## src/rtl/salu_wb_queue_if.sv

```systemverilog
// Handshake/bus bundle between the SALU writeback stage, the SGPR write port and issue hazard probe.
// The slave modport is the queue itself; the master modport is whoever drives the SALU/arbiter side.
interface salu_wb_queue_if #(
    parameter int DATA_W = 64,
    parameter int ADDR_W = 9,
    parameter int WFID_W = 6
);
    logic              enq_valid;
    logic [WFID_W-1:0] enq_wfid;
    logic [ADDR_W-1:0] enq_addr;
    logic [1:0]        enq_wr_en;
    logic [DATA_W-1:0] enq_data;
    logic              salu_ready;

    logic              rfa_request;
    logic              rfa_grant;
    logic [ADDR_W-1:0] sgpr_dest_addr;
    logic [DATA_W-1:0] sgpr_dest_data;
    logic [1:0]        sgpr_dest_wr_en;
    logic              sgpr_instr_done;
    logic [WFID_W-1:0] sgpr_instr_done_wfid;

    logic [WFID_W-1:0] lookup_wfid;
    logic [ADDR_W-1:0] lookup_addr;
    logic              lookup_hit;

    logic              err_overflow;

    modport slave (
        input  enq_valid, enq_wfid, enq_addr, enq_wr_en, enq_data,
        input  rfa_grant, lookup_wfid, lookup_addr,
        output salu_ready, rfa_request, sgpr_dest_addr, sgpr_dest_data,
        output sgpr_dest_wr_en, sgpr_instr_done, sgpr_instr_done_wfid,
        output lookup_hit, err_overflow
    );

    modport master (
        output enq_valid, enq_wfid, enq_addr, enq_wr_en, enq_data,
        output rfa_grant, lookup_wfid, lookup_addr,
        input  salu_ready, rfa_request, sgpr_dest_addr, sgpr_dest_data,
        input  sgpr_dest_wr_en, sgpr_instr_done, sgpr_instr_done_wfid,
        input  lookup_hit, err_overflow
    );
endinterface

```

## src/rtl/salu_wb_queue.sv

```systemverilog
// SALU writeback buffer: queues SGPR writes, drains them in FIFO order on register-file grant,
// and answers a pending-write lookup so issue can hold off RAW hazards on queued SGPRs.
module salu_wb_queue #(
    parameter int DEPTH  = 4,
    parameter int DATA_W = 64,
    parameter int ADDR_W = 9,
    parameter int WFID_W = 6,
    parameter int SKID   = 3
) (
    input  logic            clk,
    input  logic            rst,
    salu_wb_queue_if.slave  q
);
    localparam int PTR_W  = $clog2(DEPTH);
    localparam int CNT_W  = $clog2(DEPTH + 1);
    // Room must remain for SKID instructions already past issue when ready drops.
    localparam int THRESH = (SKID >= DEPTH) ? 0 : DEPTH - SKID;

    logic [WFID_W-1:0] ent_wfid  [DEPTH];
    logic [ADDR_W-1:0] ent_addr  [DEPTH];
    logic [1:0]        ent_wr_en [DEPTH];
    logic [DATA_W-1:0] ent_data  [DEPTH];
    logic [DEPTH-1:0]  ent_valid;

    logic [PTR_W-1:0]  rd_ptr;
    logic [PTR_W-1:0]  wr_ptr;
    logic [CNT_W-1:0]  count;
    logic [CNT_W-1:0]  count_next;
    logic              salu_ready_r;
    logic              err_overflow_r;

    logic              not_empty;
    logic              full;
    logic              pop;
    logic              push;
    logic              overflow;
    logic              hit;

    function automatic logic [PTR_W-1:0] ptr_inc(input logic [PTR_W-1:0] p);
        return (p == PTR_W'(DEPTH - 1)) ? '0 : p + PTR_W'(1);
    endfunction

    assign not_empty  = (count != '0);
    assign full       = (count == CNT_W'(DEPTH));
    assign pop        = not_empty & q.rfa_grant;
    assign push       = q.enq_valid & (|q.enq_wr_en) & (~full | pop);
    assign overflow   = q.enq_valid & (|q.enq_wr_en) & full & ~pop;
    assign count_next = count + CNT_W'(push) - CNT_W'(pop);

    always_ff @(posedge clk or posedge rst) begin
        if (rst) begin
            rd_ptr         <= '0;
            wr_ptr         <= '0;
            count          <= '0;
            ent_valid      <= '0;
            salu_ready_r   <= 1'b1;
            err_overflow_r <= 1'b0;
        end else begin
            // Clear before set: when full with a same-cycle pop, wr_ptr == rd_ptr and the new entry must survive.
            if (pop) begin
                ent_valid[rd_ptr] <= 1'b0;
                rd_ptr            <= ptr_inc(rd_ptr);
            end
            if (push) begin
                ent_valid[wr_ptr] <= 1'b1;
                wr_ptr            <= ptr_inc(wr_ptr);
            end
            count        <= count_next;
            salu_ready_r <= (count_next <= CNT_W'(THRESH));
            if (overflow)
                err_overflow_r <= 1'b1;
        end
    end

    always_ff @(posedge clk) begin
        if (push) begin
            ent_wfid[wr_ptr]  <= q.enq_wfid;
            ent_addr[wr_ptr]  <= q.enq_addr;
            ent_wr_en[wr_ptr] <= q.enq_wr_en;
            ent_data[wr_ptr]  <= q.enq_data;
        end
    end

    // A head being popped this cycle still counts: its write lands only at the end of the cycle.
    always_comb begin
        hit = 1'b0;
        for (int i = 0; i < DEPTH; i++) begin
            if (ent_valid[i] && (ent_wfid[i] == q.lookup_wfid) &&
                ((ent_wr_en[i][0] && (ent_addr[i] == q.lookup_addr)) ||
                 (ent_wr_en[i][1] && ((ent_addr[i] + ADDR_W'(1)) == q.lookup_addr))))
                hit = 1'b1;
        end
    end

    assign q.salu_ready           = salu_ready_r;
    assign q.err_overflow         = err_overflow_r;
    assign q.rfa_request          = not_empty;
    assign q.sgpr_dest_addr       = not_empty ? ent_addr[rd_ptr] : '0;
    assign q.sgpr_dest_data       = not_empty ? ent_data[rd_ptr] : '0;
    assign q.sgpr_instr_done_wfid = not_empty ? ent_wfid[rd_ptr] : '0;
    assign q.sgpr_dest_wr_en      = pop ? ent_wr_en[rd_ptr] : 2'b00;
    assign q.sgpr_instr_done      = pop;
    assign q.lookup_hit           = hit;
endmodule

```

## src/flat_wrapper.sv

```systemverilog
// flat-port wrapper written by rule: the top's interface ports become plain ports
module salu_wb_queue_flat 
#(
    parameter int DEPTH  = 4,
    parameter int DATA_W = 64,
    parameter int ADDR_W = 9,
    parameter int WFID_W = 6,
    parameter int SKID   = 3
)
  (clk, rst, q_enq_valid, q_enq_wfid, q_enq_addr, q_enq_wr_en, q_enq_data, q_rfa_grant, q_lookup_wfid, q_lookup_addr, q_salu_ready, q_rfa_request, q_sgpr_dest_addr, q_sgpr_dest_data, q_sgpr_dest_wr_en, q_sgpr_instr_done, q_sgpr_instr_done_wfid, q_lookup_hit, q_err_overflow);
  salu_wb_queue_if #(.DATA_W(DATA_W), .ADDR_W(ADDR_W), .WFID_W(WFID_W)) q_i ();
  input  logic clk;
  input  logic rst;
  input wire logic [$bits(q_i.enq_valid)-1:0] q_enq_valid;
  input wire logic [$bits(q_i.enq_wfid)-1:0] q_enq_wfid;
  input wire logic [$bits(q_i.enq_addr)-1:0] q_enq_addr;
  input wire logic [$bits(q_i.enq_wr_en)-1:0] q_enq_wr_en;
  input wire logic [$bits(q_i.enq_data)-1:0] q_enq_data;
  input wire logic [$bits(q_i.rfa_grant)-1:0] q_rfa_grant;
  input wire logic [$bits(q_i.lookup_wfid)-1:0] q_lookup_wfid;
  input wire logic [$bits(q_i.lookup_addr)-1:0] q_lookup_addr;
  output wire logic [$bits(q_i.salu_ready)-1:0] q_salu_ready;
  output wire logic [$bits(q_i.rfa_request)-1:0] q_rfa_request;
  output wire logic [$bits(q_i.sgpr_dest_addr)-1:0] q_sgpr_dest_addr;
  output wire logic [$bits(q_i.sgpr_dest_data)-1:0] q_sgpr_dest_data;
  output wire logic [$bits(q_i.sgpr_dest_wr_en)-1:0] q_sgpr_dest_wr_en;
  output wire logic [$bits(q_i.sgpr_instr_done)-1:0] q_sgpr_instr_done;
  output wire logic [$bits(q_i.sgpr_instr_done_wfid)-1:0] q_sgpr_instr_done_wfid;
  output wire logic [$bits(q_i.lookup_hit)-1:0] q_lookup_hit;
  output wire logic [$bits(q_i.err_overflow)-1:0] q_err_overflow;
  assign q_i.enq_valid = q_enq_valid;
  assign q_i.enq_wfid = q_enq_wfid;
  assign q_i.enq_addr = q_enq_addr;
  assign q_i.enq_wr_en = q_enq_wr_en;
  assign q_i.enq_data = q_enq_data;
  assign q_i.rfa_grant = q_rfa_grant;
  assign q_i.lookup_wfid = q_lookup_wfid;
  assign q_i.lookup_addr = q_lookup_addr;
  assign q_salu_ready = q_i.salu_ready;
  assign q_rfa_request = q_i.rfa_request;
  assign q_sgpr_dest_addr = q_i.sgpr_dest_addr;
  assign q_sgpr_dest_data = q_i.sgpr_dest_data;
  assign q_sgpr_dest_wr_en = q_i.sgpr_dest_wr_en;
  assign q_sgpr_instr_done = q_i.sgpr_instr_done;
  assign q_sgpr_instr_done_wfid = q_i.sgpr_instr_done_wfid;
  assign q_lookup_hit = q_i.lookup_hit;
  assign q_err_overflow = q_i.err_overflow;
  salu_wb_queue #(.DEPTH(DEPTH), .DATA_W(DATA_W), .ADDR_W(ADDR_W), .WFID_W(WFID_W), .SKID(SKID)) u_core (.clk(clk), .rst(rst), .q(q_i));
endmodule
```

## config.mk

```make
export PLATFORM = sky130hd
export DESIGN_NAME = salu_wb_queue_flat
export DESIGN_NICKNAME = d
export VERILOG_FILES = /design/src/rtl/salu_wb_queue_if.sv /design/src/rtl/salu_wb_queue.sv /design/src/flat_wrapper.sv
export SDC_FILE = /design/constraint.sdc
export NUM_CORES = 1
export LEC_CHECK = 0
export BUFFER_PORTS_ARGS = -buffer_cell sky130_fd_sc_hd__buf_2
export CAP_MARGIN = 20
export CORE_MARGIN = 4
export CORE_UTILIZATION = 52
export DETAILED_ROUTE_END_ITERATION = 8
export PLACE_DENSITY = 0.76
export SLEW_MARGIN = 20
export SYNTH_ARGS = -nofsm -noshare
export SYNTH_HDL_FRONTEND = slang
export SYNTH_SLANG_ARGS = --single-unit
```

## constraint.sdc

```tcl
create_clock -name clk -period 3.4 [get_ports clk]
set_input_delay 0.51 -clock clk [delete_from_list [all_inputs] [get_ports clk]]
set_output_delay 0.51 -clock clk [all_outputs]
set_load 0.05 [all_outputs]
```

==> summary.txt <==
Clock network
  – Bufs on Longest Clock Path: 3
  – Number of buffers inserted during clock tree synthesis: 36
  – H-tree depth reported by CTS: 2
  – CTS tree: yes
  – CTS Root Cell: sky130_fd_sc_hd__clkbuf_16
  – Clock slew seen by the registers of the worst setup and hold paths: 0.06 ns
  – Number of clock sinks: 337
  – Clock network latency to the later pin of the worst-skew pair: 0.51 ns

Drt
  – Count of antenna-violating nets left after detailed routing: 0
  – Detailed Routing Iterations Pass 1: 5
  – Via-per-instance ratio: 5.59
  – DRC violation count after routing: 0
  – Via total after detailed routing: 7871
  – Routed WL per cell: 21.5 um
  – Starting DRC count in detailed routing: 561
  – Final Routed Wirelength: 30.2 mm

Pwr
  – Max VDD drop: 0.000717 V
  – Fraction of power spent switching nets: 39.2%
  – Leakage: 6.00 nW
  – Power share of the sequential group: 35.5%
  – Power density over the cells: 933 mW/mm2
  – Switch Pwr: 6.26 mW
  – Relative contribution of combinational cells to total power: 41.6%
  – Pint: 9.72 mW
  – Clock Power Share: 23.0%

Hold path
  – Class of the tightest hold or removal check: in -> async

Global routing
  – Initial antenna violation count: 8
  – Residual overflow from global routing: 0
  – Vias in the first global route: 8347
  – Global-route wire length before repair: 47.2 mm
  – GRT Util Overall: 20.0%
  – Pin count of the biggest net entering global routing: 83

Timing
  – Pins Over Slew Limit: 0
  – Worst slew margin relative to its limit: 45.0%
  – Min cycle time layout: 3.33 ns
  – Final total negative setup slack: 0 ns
  – Clock Skews: 0.0212 ns
  – Worst hold slack after final layout: 0.0592 ns
  – Max frequency: 300 MHz
  – Final setup violating endpoints: 0
  – Slew of the pin with the lowest slew margin: 0.826 ns
  – Period Utilization, post-route: 98.0%
  – Setup repair after global routing missed its margin: no
  – Final hold viol count: 0

Worst setup path
  – Start-to-end type of the worst setup path: reg -> out
  – Arrival time of data at the critical path endpoint: 2.82 ns
  – Worst R2R Path Depth: 9
  – Largest driver fanout on the critical path: 5
  – Category of the worst setup path capture point: output port
  – Startpoint Class: register
  – Critical Path RT: 2.89 ns

Die
  – Number of top-level pins: 186
  – Core area: 0.0271 mm2
  – Die area: 0.0303 mm2
  – Height of the die: 174 um
  – Std cell rows: 60
  – Die boundary width: 174 um
  – Initial Utilization: 53.0%

Synth
  – Gate count of the mapped netlist: 791
  – Synth async-reset ratio: 3.86%
  – Synthesized Nets: 906
  – Average instance area after synthesis: 18.2 um2
  – Share of the yosys chip area belonging to registers: 70.0%
  – Number of warning messages in the yosys log: 0
  – Top_reg_cell synth: sky130_fd_sc_hd__edfxtp_1
  – Cell area after synthesis: 0.0144 mm2
  – Netlist cell types: 46
  – Number of enable-type register cells in the synthesized netlist: 324
  – Synth Register Bits: 337

Final layout
  – Area of the multi-input gates: 0.00412 mm2
  – Area delta synth->final: 19.3%
  – Final #Nets: 1124
  – Register area: 0.0101 mm2
  – Most common cell after layout, fill and taps aside: sky130_fd_sc_hd__edfxtp_1
  – Commonest cells after routing, fill and taps aside: 324 x sky130_fd_sc_hd__edfxtp_1, 184 x sky130_fd_sc_hd__buf_2, 81 x sky130_fd_sc_hd__and2_1, 81 x sky130_fd_sc_hd__mux4_2, 53 x sky130_fd_sc_hd__xor2_1
  – Count of filler cells inserted in the layout: 1904
  – Fraction of final layout cells sized beyond drive strength 1: 34.6%

Run status
  – Result of the run: complete, no violations

Place
  – Last weighted congestion value of the routability-driven placer: 0.935
  – DPL Wire Length: 20.0 mm
  – Port bufs: 185

Flow run
  – Max-cap check violation count: 0
## through the flow
step	setup WS [ns]	utilization [%]	instance area (um2)	instances	total power [mW]
2_1_floorplan	0.0408	-	14400	791	10.7
4_1_cts	0.0198	63.1	17100	1403	16.2
5_1_grt	0.00118	63.2	17100	1407	16.7
3_5_place_dp	0.194	58.9	16000	1340	12.5
6_report	0.0677	63.2	17100	1407	16.0
3_3_place_gp	0.224	58.9	16000	1340	12.4
## Yosys cell counts, drive strengths merged, types with 2 or more instances
library cell	n	area share (%)
nand2	30	0.78
dfrtp	12	2.1
edfxtp	324	68
xnor2	30	1.8
nand3	16	0.56
o21ai	10	0.35
or4	6	0.31
mux2i	2	0.14
a31oi	3	0.13
o22ai	2	0.087
and2	85	3.7
buf	14	0.57
nand4	10	0.44
nor3	6	0.21
xor2	53	3.2
or3	2	0.087
nor2	7	0.18
nor2b	4	0.17
ha	14	1.2
o21a	2	0.10
inv	14	0.37
clkbuf	22	0.57
a21o	6	0.31
and3	4	0.17
mux4	81	13
o211ai	3	0.16
nor4	12	0.52
## kinds of logic after synthesis
kind of cell / Yosys count / share of synthesized area [%]
multiplexers: 83 / 12.8
AO/OA/AOI/OAI: 34 / 1.65
flip-flops: 337 / 70.0
buffers and inverters: 50 / 1.52
adder cells (fa/ha/maj): 15 / 1.36
AND/OR/NAND/NOR: 189 / 7.56
XOR/XNOR: 83 / 5.06
## cell type report
class,instances,area share [%]
clock inverter,15,0.957
inverter,14,0.307
clock buffer,48,5.52
tap,372,2.72
antenna,1,0.0146
sequential,337,58.7
multi-input combinational,404,24.1
timing repair buffer,216,7.68
## critical path, cell delays in order (launching register included)
cell and delay (ns):
sky130_fd_sc_hd__edfxtp_1 0.45, sky130_fd_sc_hd__ha_1 0.27, sky130_fd_sc_hd__nand3_1 0.16, sky130_fd_sc_hd__xor2_1 0.19, sky130_fd_sc_hd__nand4_1 0.13, sky130_fd_sc_hd__or4_4 0.54
sky130_fd_sc_hd__o32a_1 0.31, sky130_fd_sc_hd__o2111ai_2 0.08, sky130_fd_sc_hd__buf_6 0.19
## power groups by stage
stage	Clock [mW]	Sequential (mW)	Combinational, mW
2_1_floorplan	0	5.59	5.07
3_3_place_gp	0	5.73	6.67
3_5_place_dp	0	5.76	6.70
4_1_cts	3.75	5.68	6.74
5_1_grt	3.98	5.73	7.03
6_report	3.67	5.67	6.64
## layer usage
| metal | up-vias | share of wire, % | track usage (%) |
|---|---|---|---|
| li1 | 3542 | - | - |
| met1 | 3999 | 39 | 25.5 |
| met2 | 260 | 51 | 34.0 |
| met3 | 56 | 7.8 | 6.00 |
| met4 | 14 | 2.0 | 4.98 |
| met5 | - | 0.27 | 0 |
## registers in the layout, summed over array words and instances, names as in the netlist
register,flops
u_core.ent_data,256
u_core.ent_addr,36
u_core.ent_wfid,24
u_core.ent_wr_en,8
u_core.ent_valid,4
u_core.count,3
u_core.rd_ptr,2
u_core.wr_ptr,2
u_core.q.err_overflow,1
u_core.q.salu_ready,1
## final timing paths
| kind | from | to | slack, ns |
|---|---|---|---|
| min in group clk | q_enq_data[40] | u_core.ent_data[3][40] | 0.21 |
| max in group asynchronous | rst | u_core.rd_ptr[0] | 2.94 |
| hold reg to reg | u_core.q.err_overflow | u_core.q.err_overflow | 0.46 |
| setup / recovery | u_core.ent_addr[1][0] | q_lookup_hit | 0.07 |
| setup reg to reg | u_core.count[2] | u_core.q.salu_ready | 0.79 |
| hold / removal | rst | u_core.rd_ptr[1] | 0.06 |
## what timing repair did
| action | in CTS | in global routing |
|---|---|---|
| hold buffers | 0 | 0 |
| setup buffers | 0 | 3 |
| pin swaps | 0 | 7 |
| endpoints found under the setup margin | 1 | 1 |
| resized for setup | 3 | 3 |
| cloned | 0 | 0 |
(Power assumes the default switching activity.)
